## config.mk

```make
export PLATFORM = sky130hd
export DESIGN_NAME = i2s_audio_transmitter_flat
export DESIGN_NICKNAME = d
export VERILOG_FILES = /design/src/rtl/i2s_audio_transmitter_if.sv /design/src/rtl/i2s_audio_transmitter.sv /design/src/flat_wrapper.sv
export SDC_FILE = /design/constraint.sdc
export NUM_CORES = 1
export LEC_CHECK = 0
export ABC_CLOCK_PERIOD_IN_PS = 2890
export BUFFER_PORTS_ARGS = -buffer_cell sky130_fd_sc_hd__clkbuf_2
export CAP_MARGIN = 20
export CELL_PAD_IN_SITES_DETAIL_PLACEMENT = 0
export CELL_PAD_IN_SITES_GLOBAL_PLACEMENT = 1
export CORE_ASPECT_RATIO = 0.5
export CORE_MARGIN = 8
export CORE_UTILIZATION = 35
export DETAILED_ROUTE_END_ITERATION = 10
export PLACE_DENSITY_LB_ADDON = 0.1
export SYNTH_ARGS = -nofsm -noshare
export SYNTH_HDL_FRONTEND = slang
export SYNTH_SLANG_ARGS = --single-unit
```

## constraint.sdc

```tcl
create_clock -name clk -period 2.89 [get_ports clk]
set_input_delay 0 -clock clk [delete_from_list [all_inputs] [get_ports clk]]
set_output_delay 0 -clock clk [all_outputs]
set_load 0.005 [all_outputs]
```

## src/rtl/i2s_audio_transmitter_if.sv

```systemverilog
// Sample producer handshake for the I2S transmitter: one stereo pair per valid/ready transfer.
interface i2s_audio_transmitter_if #(
  parameter int unsigned sample_width = 16
);
  logic [sample_width-1:0] left;
  logic [sample_width-1:0] right;
  logic                    sample_valid;
  logic                    sample_ready;

  modport master (output left, right, sample_valid, input sample_ready);
  modport slave  (input left, right, sample_valid, output sample_ready);
endinterface

```

## src/rtl/i2s_audio_transmitter.sv

```systemverilog
// Philips I2S bus-master transmitter: generates sck/ws from clk and shifts stereo PCM out MSB-first
// in 32-bit slots, fed through a one-entry holding buffer.
module i2s_audio_transmitter #(
  parameter int unsigned sample_width    = 16,
  parameter int unsigned sck_half_period = 4
) (
  input  logic                   clk,
  input  logic                   rst,
  input  logic                   en,
  i2s_audio_transmitter_if.slave smp,
  output logic                   underflow,
  output logic                   busy,
  output logic                   sck,
  output logic                   ws,
  output logic                   sd
);
  localparam int unsigned div_w = (sck_half_period > 1) ? $clog2(sck_half_period) : 1;
  localparam logic [div_w-1:0] div_last = div_w'(sck_half_period - 1);
  localparam int unsigned pad_w = 32 - sample_width;

  typedef enum logic [1:0] {IDLE, RUN, DRAIN} state_t;

  state_t                  state, state_nxt;
  logic [div_w-1:0]        div_cnt, div_nxt;
  logic [5:0]              bit_cnt, bit_nxt, bit_new;
  logic                    sck_nxt, ws_nxt, sd_nxt, underflow_nxt, busy_nxt;
  logic                    buf_empty, buf_empty_nxt;
  logic [sample_width-1:0] buf_left, buf_right, buf_left_nxt, buf_right_nxt;
  logic [sample_width-1:0] tx_left, tx_right, tx_left_nxt, tx_right_nxt, tx_sel;
  logic [31:0]             slot;
  logic                    run, fall;

  assign smp.sample_ready = buf_empty;

  // Next-state, divider, frame load and serializer
  always_comb begin
    state_nxt     = state;
    div_nxt       = div_cnt;
    bit_nxt       = bit_cnt;
    sck_nxt       = sck;
    ws_nxt        = ws;
    sd_nxt        = sd;
    underflow_nxt = 1'b0;
    buf_empty_nxt = buf_empty;
    buf_left_nxt  = buf_left;
    buf_right_nxt = buf_right;
    tx_left_nxt   = tx_left;
    tx_right_nxt  = tx_right;
    tx_sel        = '0;
    slot          = '0;
    bit_new       = bit_cnt + 6'd1;
    run           = (state != IDLE) || en;
    fall          = run && (div_cnt == div_last) && sck;

    if (smp.sample_valid && buf_empty) begin
      buf_left_nxt  = smp.left;
      buf_right_nxt = smp.right;
      buf_empty_nxt = 1'b0;
    end

    case (state)
      IDLE:    if (en)  state_nxt = RUN;
      RUN:     if (!en) state_nxt = DRAIN;
      DRAIN:   if (en)  state_nxt = RUN;
      default: state_nxt = IDLE;
    endcase

    if (run) begin
      if (div_cnt == div_last) begin
        div_nxt = '0;
        sck_nxt = ~sck;
      end else begin
        div_nxt = div_cnt + div_w'(1);
      end
    end

    if (fall) begin
      if ((bit_new == 6'd0) && (state == DRAIN) && !en) begin
        state_nxt = IDLE;
        bit_nxt   = 6'd63;
        ws_nxt    = 1'b0;
        sd_nxt    = 1'b0;
        div_nxt   = '0;
      end else begin
        // Frame boundary: take the buffered pair, or repeat the last one and flag it
        if (bit_new == 6'd0) begin
          if (!buf_empty) begin
            tx_left_nxt   = buf_left;
            tx_right_nxt  = buf_right;
            buf_empty_nxt = 1'b1;
          end else begin
            underflow_nxt = 1'b1;
          end
        end
        bit_nxt = bit_new;
        ws_nxt  = (bit_new >= 6'd31) && (bit_new != 6'd63);
        tx_sel  = bit_new[5] ? tx_right_nxt : tx_left_nxt;
        slot    = 32'(tx_sel) << pad_w;
        sd_nxt  = slot[~bit_new[4:0]];
      end
    end

    busy_nxt = (state_nxt != IDLE);
  end

  always_ff @(posedge clk or negedge rst) begin
    if (!rst) begin
      state     <= IDLE;
      div_cnt   <= '0;
      bit_cnt   <= 6'd63;
      sck       <= 1'b0;
      ws        <= 1'b0;
      sd        <= 1'b0;
      underflow <= 1'b0;
      busy      <= 1'b0;
      buf_empty <= 1'b1;
      buf_left  <= '0;
      buf_right <= '0;
      tx_left   <= '0;
      tx_right  <= '0;
    end else begin
      state     <= state_nxt;
      div_cnt   <= div_nxt;
      bit_cnt   <= bit_nxt;
      sck       <= sck_nxt;
      ws        <= ws_nxt;
      sd        <= sd_nxt;
      underflow <= underflow_nxt;
      busy      <= busy_nxt;
      buf_empty <= buf_empty_nxt;
      buf_left  <= buf_left_nxt;
      buf_right <= buf_right_nxt;
      tx_left   <= tx_left_nxt;
      tx_right  <= tx_right_nxt;
    end
  end
endmodule

```

## src/flat_wrapper.sv

```systemverilog
// flat-port wrapper written by rule: the top's interface ports become plain ports
module i2s_audio_transmitter_flat 
#(
  parameter int unsigned sample_width    = 16,
  parameter int unsigned sck_half_period = 4
)
  (clk, rst, en, underflow, busy, sck, ws, sd, smp_left, smp_right, smp_sample_valid, smp_sample_ready);
  i2s_audio_transmitter_if #(.sample_width(sample_width)) smp_i ();
  input  logic clk;
  input  logic rst;
  input  logic en;
  output logic underflow;
  output logic busy;
  output logic sck;
  output logic ws;
  output logic sd;
  input wire logic [$bits(smp_i.left)-1:0] smp_left;
  input wire logic [$bits(smp_i.right)-1:0] smp_right;
  input wire logic [$bits(smp_i.sample_valid)-1:0] smp_sample_valid;
  output wire logic [$bits(smp_i.sample_ready)-1:0] smp_sample_ready;
  assign smp_i.left = smp_left;
  assign smp_i.right = smp_right;
  assign smp_i.sample_valid = smp_sample_valid;
  assign smp_sample_ready = smp_i.sample_ready;
  i2s_audio_transmitter #(.sample_width(sample_width), .sck_half_period(sck_half_period)) u_core (.clk(clk), .rst(rst), .en(en), .smp(smp_i), .underflow(underflow), .busy(busy), .sck(sck), .ws(ws), .sd(sd));
endmodule
```

==> results.ini <==
[run_status]
status=complete, no violations

[cts]
cts-root-buf=clkbuf_16
numCtsBuffers=9
cts.reportedPaths.clkPinSlew_ns=0.06
htreeDepth=3
cts_tree=built
cts_sinks=80
cts_setup_buffers=0
clock_latency_ns=0.34
clk_path_buf_depth=2

[synthesis]
yosysTopAreaCell=dfrtp_1
synth_seq_cells=80
synth_edf_count=0
synth.cell_area_um2=3830
yosysTopAreaCellShare=0.477
ys_top_cells_by_area=dfrtp_1 (48%), mux2_2 (21%), dfstp_2 (4.8%)
syn_inst=298
synth_common_cells=dfrtp_1 (73), mux2_2 (70), nor2_1 (18)
yosysMostFrequentCell=dfrtp_1
avgSynthCellArea_um2=12.9
synth_warnings=0
ys_async_sr_fraction=1.00
yosysUniqueCellTypes=54
yosysSeqAreaShare=0.525
synth.net_count=338
synth_ff_type=dfrtp_1

[floorplanning]
rows=27
start_util=0.353
die_w_um=164
ioPinCount=42
core_um2=10800
die_y_um=90.0
die_area_um2=14800

[worst_setup_path]
arrival_ns=2.95
rr_worst_depth=8
end_kind=flop
cp.depth=8
cp-start-kind=flop
crit_slowest_cell=dfstp_2
cp_top_family=flip-flops
path_cells=ha_1, nand2_1, o21ba_1, buf_4, o2111ai_1, nor3_4, buf_12, mux2_2
cp_max_fo=33
path_buf_inv=2
path_class=reg2reg
worst_ep_required_time_ns=3.11
crit_path_max_incr_delay_ns=0.63

[route]
vias_per_cell=4.91
ant_nets=0
drt-initial-drc-count=178
totalWireLength_um=8650
drc=0
firstDrtPassIters=4
wire_per_inst_um=16.3
routed-via-count=2609

[job]
drv_cap=0

[timing]
finClkSkew_ns=0.00756
setup_violations=0
holdWs_ns=0.169
fin_crit_sh=0.944
tightest_slew_ns=0.513
tns_ns=0
drv_slew=0
rsz0062_at_grt=no
min_period_ns=2.73
max_freq_mhz=366
slew-limit-headroom=0.658
hold_viol=0

[placed_design]
port_buffers=41
place_congestion=0.869
dp_hpwl_um=6310
post_dp_cell_area_um2=4230

[pwr]
power_density_nw_per_um2=737
p_leak_uw=0.00238
vdd_drop_max_uv=325

[global_route]
grt_overflow_total=0
grt_pass1_wl_um=14800
grt_pass1_vias=2831
grt_usage=0.128
grt_antenna_before_repair=0
grt_max_degree=81

[final_layout]
fin_area_um2=4890
fin_nets=421
drive_above_1_share=0.412
antenna_cells=0
area_growth_pct=27.6

[hold_path]
hold_path_class=in2async

## worst register-to-register path: stages, from the launching register on
cell and delay (ns):
dfstp_2 0.63, ha_1 0.27, nand2_1 0.10, o21ba_1 0.32, buf_4 0.16, o2111ai_1 0.25
nor3_4 0.28, buf_12 0.23, mux2_2 0.39
## path summary, 6_finish.rpt
check / to / slack, ns / startpoint
min: u_core.buf_right[7]$_DFFE_PN0P_ / 0.17 / rst
max in group asynchronous: u_core.bit_cnt[2]$_DFFE_PN1P_ / 2.05 / rst
max reg2reg: u_core.tx_left[11]$_DFFE_PN0P_ / 0.16 / u_core.bit_cnt[1]$_DFFE_PN1P_
min in group clk: u_core.buf_right[4]$_DFFE_PN0P_ / 0.42 / smp_right[4]
min reg2reg: u_core.tx_right[15]$_DFFE_PN0P_ / 0.50 / u_core.buf_right[15]$_DFFE_PN0P_
max: u_core.tx_left[11]$_DFFE_PN0P_ / 0.16 / u_core.bit_cnt[1]$_DFFE_PN1P_
## cells in the final DEF (no fill, tap or decap), types with 3 or more instances in the layout
cell,netlist,layout
ha_1,4,4
a21oi_1,5,5
inv_1,5,5
or3_1,3,3
nand2_1,11,11
a211oi_1,3,3
nand3_1,5,5
dlygate4sd3_1,0,35
o21ai_0,7,7
and3_1,3,3
mux2_2,70,70
nor3_1,3,3
clkbuf_2,0,40
o211ai_1,3,3
dfrtp_1,73,73
clkbuf_16,0,9
xnor2_1,4,4
inv_6,0,4
buf_4,1,14
dfstp_2,7,7
mux2i_1,12,12
nor2_1,18,18
## through the flow
step | utilization | setup slack, ns | cells | total power [µW]
after global routing | 0.451 | 0.0289 | 531 | 3840
after CTS | 0.449 | 0.138 | 530 | 3630
final | 0.451 | 0.161 | 531 | 3600
after global placement | 0.390 | 0.183 | 479 | 2500
after detailed placement | 0.390 | 0.147 | 479 | 2480
after floorplan | - | 0.0460 | 298 | 2150
## layer usage
metal  track usage  wire (µm)  vias up
met5             0          0        -
met4        0.0346         86        0
met3        0.0405        378        9
met2         0.183       3730       46
met1         0.182       4450     1299
li1              -          -     1255
## kinds of logic (layout without fill, tap and decap cells)
family,count (synthesis),count (layout),synth area share
multiplexers,85,85,0.250
flip-flops,80,80,0.525
AND/OR/NAND/NOR,54,54,0.0751
AO/OA/AOI/OAI,45,45,0.0892
buffers and inverters,24,112,0.0343
XOR/XNOR,6,6,0.0137
adder cells (fa/ha/maj),4,4,0.0131
## what timing repair did
item | in CTS | in global routing
setup endpoints to repair | 0 | 1
endpoints found under the hold margin | 108 | 0
resized for setup | 0 | 2
hold buffers | 35 | 0
## layout make-up
| type | instances | area, µm² |
|---|---|---|
| clock buffer | 9 | 225 |
| clock inverter | 7 | 60.1 |
| fill | 1007 | 5950 |
| inverter | 5 | 18.8 |
| multi-input combinational | 194 | 1700 |
| sequential | 80 | 2010 |
| tap | 145 | 181 |
| timing repair buffer | 91 | 696 |
## sequential cells by signal (all words and copies together), names as in the netlist, 2 cells and up
register	count
u_core.buf_right	16
u_core.div_cnt	2
u_core.tx_left	16
u_core.state	2
u_core.bit_cnt	6
u_core.buf_left	16
u_core.tx_right	16
## power by group
part | switching [µW] | total (µW) | internal, µW
clock network | 489 | 1090 | 600
registers | 165 | 1430 | 1270
logic | 590 | 1080 | 490
total | 1240 | 3600 | 2360
Power figures use the tool's default switching activity.
